File: src/rtl/frame_stream_writer_if.sv
// Pixel stream handshake plus framebuffer write port shared by the writer and its neighbours.
// master: stream source / framebuffer side; slave: frame_stream_writer.
interface frame_stream_writer_if;
   logic        pix_valid;
   logic        pix_sof;
   logic [7:0]  pix_data;
   logic        pix_ready;
   logic        WriteEnable;
   logic [18:0] adreesMem;
   logic [17:0] writeData;

   modport master (
      output pix_valid, pix_sof, pix_data,
      input  pix_ready, WriteEnable, adreesMem, writeData
   );

   modport slave (
      input  pix_valid, pix_sof, pix_data,
      output pix_ready, WriteEnable, adreesMem, writeData
   );
endinterface

File: src/rtl/frame_stream_writer.sv
// Turns a SOF-framed pixel stream into linear, registered framebuffer write cycles
// in raster order (row*Width + column) across the 19-bit banked address space.
module frame_stream_writer #(
   parameter int Width  = 640,
   parameter int Height = 480
) (
   input  logic                  clk,
   input  logic                  rst_n,
   input  logic                  start,
   input  logic                  abort,
   frame_stream_writer_if.slave  pix,
   output logic                  busy,
   output logic                  frame_done,
   output logic                  sync_err
);

   localparam logic [18:0] LAST = 19'(Width * Height - 1);

   typedef enum logic [1:0] {IDLE, ARM, WRITE, DONE} state_t;

   state_t      state;
   logic [18:0] cnt;
   logic        accept;
   logic        wr_pix;
   logic [18:0] pos;

   // A beat arriving with abort is dropped; in ARM only a SOF beat is written.
   assign accept = pix.pix_valid & pix.pix_ready & ~abort;
   assign wr_pix = accept & (pix.pix_sof | (state == WRITE));
   assign pos    = pix.pix_sof ? '0 : cnt;

   always_ff @(posedge clk or negedge rst_n) begin
      if (!rst_n) begin
         state           <= IDLE;
         cnt             <= '0;
         pix.pix_ready   <= 1'b0;
         pix.WriteEnable <= 1'b0;
         pix.adreesMem   <= '0;
         pix.writeData   <= '0;
         busy            <= 1'b0;
         frame_done      <= 1'b0;
         sync_err        <= 1'b0;
      end else begin
         pix.WriteEnable <= wr_pix;
         frame_done      <= 1'b0;
         if (wr_pix) begin
            pix.adreesMem <= pos;
            pix.writeData <= {10'b0, pix.pix_data};
            cnt           <= (pos == LAST) ? '0 : pos + 19'd1;
         end
         case (state)
            IDLE: begin
               if (start) begin
                  state         <= ARM;
                  pix.pix_ready <= 1'b1;
                  busy          <= 1'b1;
                  sync_err      <= 1'b0;
                  cnt           <= '0;
               end
            end
            ARM, WRITE: begin
               if (abort) begin
                  state         <= IDLE;
                  pix.pix_ready <= 1'b0;
                  busy          <= 1'b0;
               end else if (wr_pix) begin
                  if (state == WRITE && pix.pix_sof && cnt != '0) sync_err <= 1'b1;
                  if (pos == LAST) begin
                     state         <= DONE;
                     pix.pix_ready <= 1'b0;
                     busy          <= 1'b0;
                  end else begin
                     state <= WRITE;
                  end
               end
            end
            DONE: begin
               // First DONE cycle carries the last write; the pulse follows it.
               if (frame_done) state <= IDLE;
               else            frame_done <= 1'b1;
            end
            default: state <= IDLE;
         endcase
      end
   end

endmodule

File: src/flat_wrapper.sv
// flat-port wrapper written by rule: the top's interface ports become plain ports
module frame_stream_writer_flat 
#(
   parameter int Width  = 640,
   parameter int Height = 480
)
  (clk, rst_n, start, abort, busy, frame_done, sync_err, pix_pix_valid, pix_pix_sof, pix_pix_data, pix_pix_ready, pix_WriteEnable, pix_adreesMem, pix_writeData);
  frame_stream_writer_if pix_i ();
  input  logic clk;
  input  logic rst_n;
  input  logic start;
  input  logic abort;
  output logic busy;
  output logic frame_done;
  output logic sync_err;
  input wire logic [$bits(pix_i.pix_valid)-1:0] pix_pix_valid;
  input wire logic [$bits(pix_i.pix_sof)-1:0] pix_pix_sof;
  input wire logic [$bits(pix_i.pix_data)-1:0] pix_pix_data;
  output wire logic [$bits(pix_i.pix_ready)-1:0] pix_pix_ready;
  output wire logic [$bits(pix_i.WriteEnable)-1:0] pix_WriteEnable;
  output wire logic [$bits(pix_i.adreesMem)-1:0] pix_adreesMem;
  output wire logic [$bits(pix_i.writeData)-1:0] pix_writeData;
  assign pix_i.pix_valid = pix_pix_valid;
  assign pix_i.pix_sof = pix_pix_sof;
  assign pix_i.pix_data = pix_pix_data;
  assign pix_pix_ready = pix_i.pix_ready;
  assign pix_WriteEnable = pix_i.WriteEnable;
  assign pix_adreesMem = pix_i.adreesMem;
  assign pix_writeData = pix_i.writeData;
  frame_stream_writer #(.Width(Width), .Height(Height)) u_core (.clk(clk), .rst_n(rst_n), .start(start), .abort(abort), .pix(pix_i), .busy(busy), .frame_done(frame_done), .sync_err(sync_err));
endmodule
File: config.mk
export PLATFORM = sky130hd
export DESIGN_NAME = frame_stream_writer_flat
export DESIGN_NICKNAME = d
export VERILOG_FILES = /design/src/rtl/frame_stream_writer_if.sv /design/src/rtl/frame_stream_writer.sv /design/src/flat_wrapper.sv
export SDC_FILE = /design/constraint.sdc
export NUM_CORES = 1
export LEC_CHECK = 0
export ABC_CLOCK_PERIOD_IN_PS = 2400
export BUFFER_PORTS_ARGS = -buffer_cell sky130_fd_sc_hd__buf_2
export CAP_MARGIN = 10
export CORE_ASPECT_RATIO = 0.7
export CORE_MARGIN = 2
export CORE_UTILIZATION = 40
export CTS_BUF_LIST = sky130_fd_sc_hd__clkbuf_8 sky130_fd_sc_hd__clkbuf_16
export CTS_CLUSTER_DIAMETER = 120
export DETAILED_ROUTE_END_ITERATION = 16
export GPL_TIMING_DRIVEN = 0
export MAX_ROUTING_LAYER = met4
export SKIP_LAST_GASP = 1
export SYNTH_ARGS = -nofsm -noshare
export SYNTH_HDL_FRONTEND = slang
export SYNTH_SLANG_ARGS = --single-unit
File: constraint.sdc
create_clock -name clk -period 2.4 [get_ports clk]
set_input_delay 0.24 -clock clk [delete_from_list [all_inputs] [get_ports clk]]
set_output_delay 0.24 -clock clk [all_outputs]
set_load 0.05 [all_outputs]
==> results.py <==
metrics = {
    "run_status": {
        "status": "finished clean",
    },
    "die": {
        "start_util": 0.411,
        "die_h_um": 73.4,
        "boundaryPins": 56,
        "dieWidth_um": 103,
        "coreArea_um2": 6690,
        "rows": 25,
        "dieArea_um2": 7570,
    },
    "worst_setup_path": {
        "slowest_stage": "or3b_1",
        "critPathBufInv": 3,
        "critical_path_class": "primary input to register",
        "path_delay_family": "simple AND/OR/NAND/NOR gates",
        "crit_fanout": 10,
        "rr_worst_depth": 8,
        "worst-r2r-setup-slack_ps": 150,
        "worst_r2r_startpoint": "u_core.cnt[1]",
        "arrival_ps": 2500,
        "cp-end-kind": "register",
        "start_kind": "primary input",
        "required_ps": 2650,
        "r2r-end": "u_core.cnt[18]",
        "slowest_delay_ps": 410,
        "cp_cell_sequence": "buf_2 > clkbuf_4 > nand2b_1 > inv_1 > ha_4 > nand4b_1 > nor4_4 > or3b_1 > or4_1 > nand3_1",
    },
    "timing": {
        "tns_ps": 0,
        "finalHoldViolations": 0,
        "worstMarginPinSlew_ps": 575,
        "finalSetupViolations": 0,
        "max_clock_freq_mhz": 444,
        "slew_headroom": 0.614,
        "post-route-period-util": 0.939,
        "rsz0062_at_grt": "false",
        "skew_ps": 7.74,
        "slew_viol_final": 0,
        "min_period_ps": 2250,
    },
    "yosys": {
        "synthArstFlopShare": 1.00,
        "ys_types": 46,
        "synth_top_area_frac": 0.473,
        "ys.flop_type": "dfrtp_1",
        "synth_edf_count": 0,
        "yosysMostFrequentCell": "nand2_1",
        "ys_top_cells_by_count": "76 x nand2_1, 52 x dfrtp_1, 19 x nand3_1",
        "ys_seq_elements": 52,
        "synth_area_um2": 2750,
        "yosys_warnings": 0,
        "yosysSeqAreaShare": 0.473,
        "synth_top_area_cell": "dfrtp_1",
        "synth_area_leaders": "dfrtp_1 47%, nand2_1 10%, nand3_1 3.5%, o21ai_0 3.1%, buf_4 3.0%",
        "synth.avg_cell_area_um2": 8.66,
        "synthCells": 318,
    },
    "clock_tree": {
        "clock-root-buffer": "clkbuf_8",
        "cts_sinks": 52,
        "clock_latency_ps": 310,
        "cts_buffer_depth": 2,
        "cts_tree": "built",
        "path_clk_slew_ps": 90,
        "htreeDepth": 2,
        "numCtsBuffers": 5,
    },
    "place": {
        "place_area_um2": 3120,
        "port_buffers": 44,
        "dp_cells": 465,
        "hpwl_um": 4970,
        "gp_congestion": 1.01,
    },
    "grt": {
        "grt_pass1_vias": 2352,
        "grt_max_degree": 53,
        "grt_pass1_wl_um": 11800,
        "track_usage": 0.209,
        "antenna_found_initial": 0,
        "overflow": 0,
    },
    "routing": {
        "route.detailed.drc": 0,
        "drt_pass1_iterations": 5,
        "drt_iter0_drc": 200,
        "ant_nets": 0,
        "wirelength_um": 7130,
        "via_per_inst": 5.22,
        "routedWlPerCell_um": 14.9,
        "num_vias": 2500,
    },
    "layout": {
        "nNetsFinal": 403,
        "fin_area_um2": 3330,
        "syn_to_final_growth_pct": 21.0,
        "drive_above_1_share": 0.229,
        "layoutNonFillerInstCount": 479,
        "antenna_cells": 0,
        "fillCellCount": 676,
    },
    "worst_hold_path": {
        "whs_endpoint": "u_core.pix.writeData[5]",
        "hold_class": "primary input to register",
        "min_path_cells": 3,
        "hold_path_startpoint": "pix_pix_data[5]",
    },
    "job": {
        "max_cap_violations": 0,
    },
    "power_and_ir_drop": {
        "p_total_w": 0.00279,
        "vdd.ir_drop.worst_uv": 459,
        "power_leakage_nw": 1.66,
        "powerDensity_nw_per_um2": 837,
    },
}
[worst max-delay path by stage]
stage | startpoint | to | cells past startpoint
after floorplan | pix_pix_sof | u_core.cnt[18] | 10
after global placement | pix_pix_sof | u_core.cnt[5] | 11
after detailed placement | pix_pix_sof | u_core.cnt[5] | 11
after CTS | u_core.state[0] | u_core.cnt[16] | 8
after global routing | u_core.cnt[1] | u_core.cnt[18] | 8
final | pix_pix_sof | u_core.cnt[18] | 10
[kinds of logic after synthesis]
logic type | share of synthesized area
other cells | 0.00136
simple gates | 0.302
mux | 0.0114
fa+ha+maj | 0.0227
flops | 0.473
buf+inv | 0.0736
compound gates | 0.116
[area by class of cell]
| type | instances | area [um2] | area share |
|---|---|---|---|
| flip-flops and latches | 52 | 1300 | 0.391 |
| multi-input cells | 234 | 1310 | 0.392 |
| clock buffers | 5 | 68.8 | 0.0207 |
| clock inverters | 3 | 38.8 | 0.0116 |
| well taps | 94 | 118 | 0.0353 |
| plain buffers | 32 | 183 | 0.0549 |
| repair buffers | 50 | 280 | 0.0842 |
| inverters | 9 | 33.8 | 0.0101 |
[layer usage]
layer  vias up  GRT usage  routed length, um
met5         -          -                  0
met4         0     0.0570                 60
met3         8     0.0438                482
met2        79      0.292               3050
met1      1195      0.306               3530
li1       1218          -                  -
[worst register-to-register path: stages (launching register included)]
cell and delay [ps]:
dfrtp_1 360, inv_1 100, nor2_4 160, ha_4 160
nand4b_1 240, nor4_4 280, or3b_1 410, or4_1 410
nand3_1 90
[state kept, by name, indices dropped and copies added, names as in the netlist]
| register | flops |
|---|---|
| u_core.busy | 1 |
| u_core.cnt | 19 |
| u_core.frame_done | 1 |
| u_core.pix.WriteEnable | 1 |
| u_core.pix.adreesMem | 19 |
| u_core.pix.writeData | 8 |
| u_core.state | 2 |
| u_core.sync_err | 1 |
[placed cells by master (no fill, tap or decap), types with 5 or more instances in the layout]
| cell type | instances |
|---|---|
| or3_1 | 6 |
| inv_1 | 10 |
| clkbuf_8 | 5 |
| nand3_1 | 19 |
| nand4_1 | 6 |
| dfrtp_1 | 52 |
| buf_4 | 15 |
| nor2_1 | 12 |
| clkbuf_2 | 6 |
| buf_2 | 49 |
| nand3b_1 | 11 |
| clkbuf_1 | 7 |
| a21oi_1 | 11 |
| nor3_1 | 5 |
| a31oi_1 | 6 |
| conb_1 | 10 |
| o21ai_0 | 17 |
| nand2_1 | 76 |
[power breakdown]
group	switching, W	internal [W]
logic	0.000806	0.000283
registers	0.0000797	0.00101
clock network	0.000300	0.000306
[metrics by stage]
stage / utilization / setup slack, ps / hold WS (ps)
after floorplan: - / 85.3 / -55.6
after global placement: 0.467 / -510 / 430
after detailed placement: 0.467 / -504 / 433
after CTS: 0.492 / 11.7 / 113
after global routing: 0.497 / 40.5 / 109
final: 0.497 / 147 / 116
[repair_timing]
action                                  in CTS  in global routing
gates cloned                                 0                  0
buffers inserted                             4                  0
endpoints found under the setup margin      31                 43
hold buffers                                 0                  1
resized for setup                            9                  8
hold endpoints to repair                     0                 13
pin swaps                                    3                  1
(Power assumes the default switching activity.)
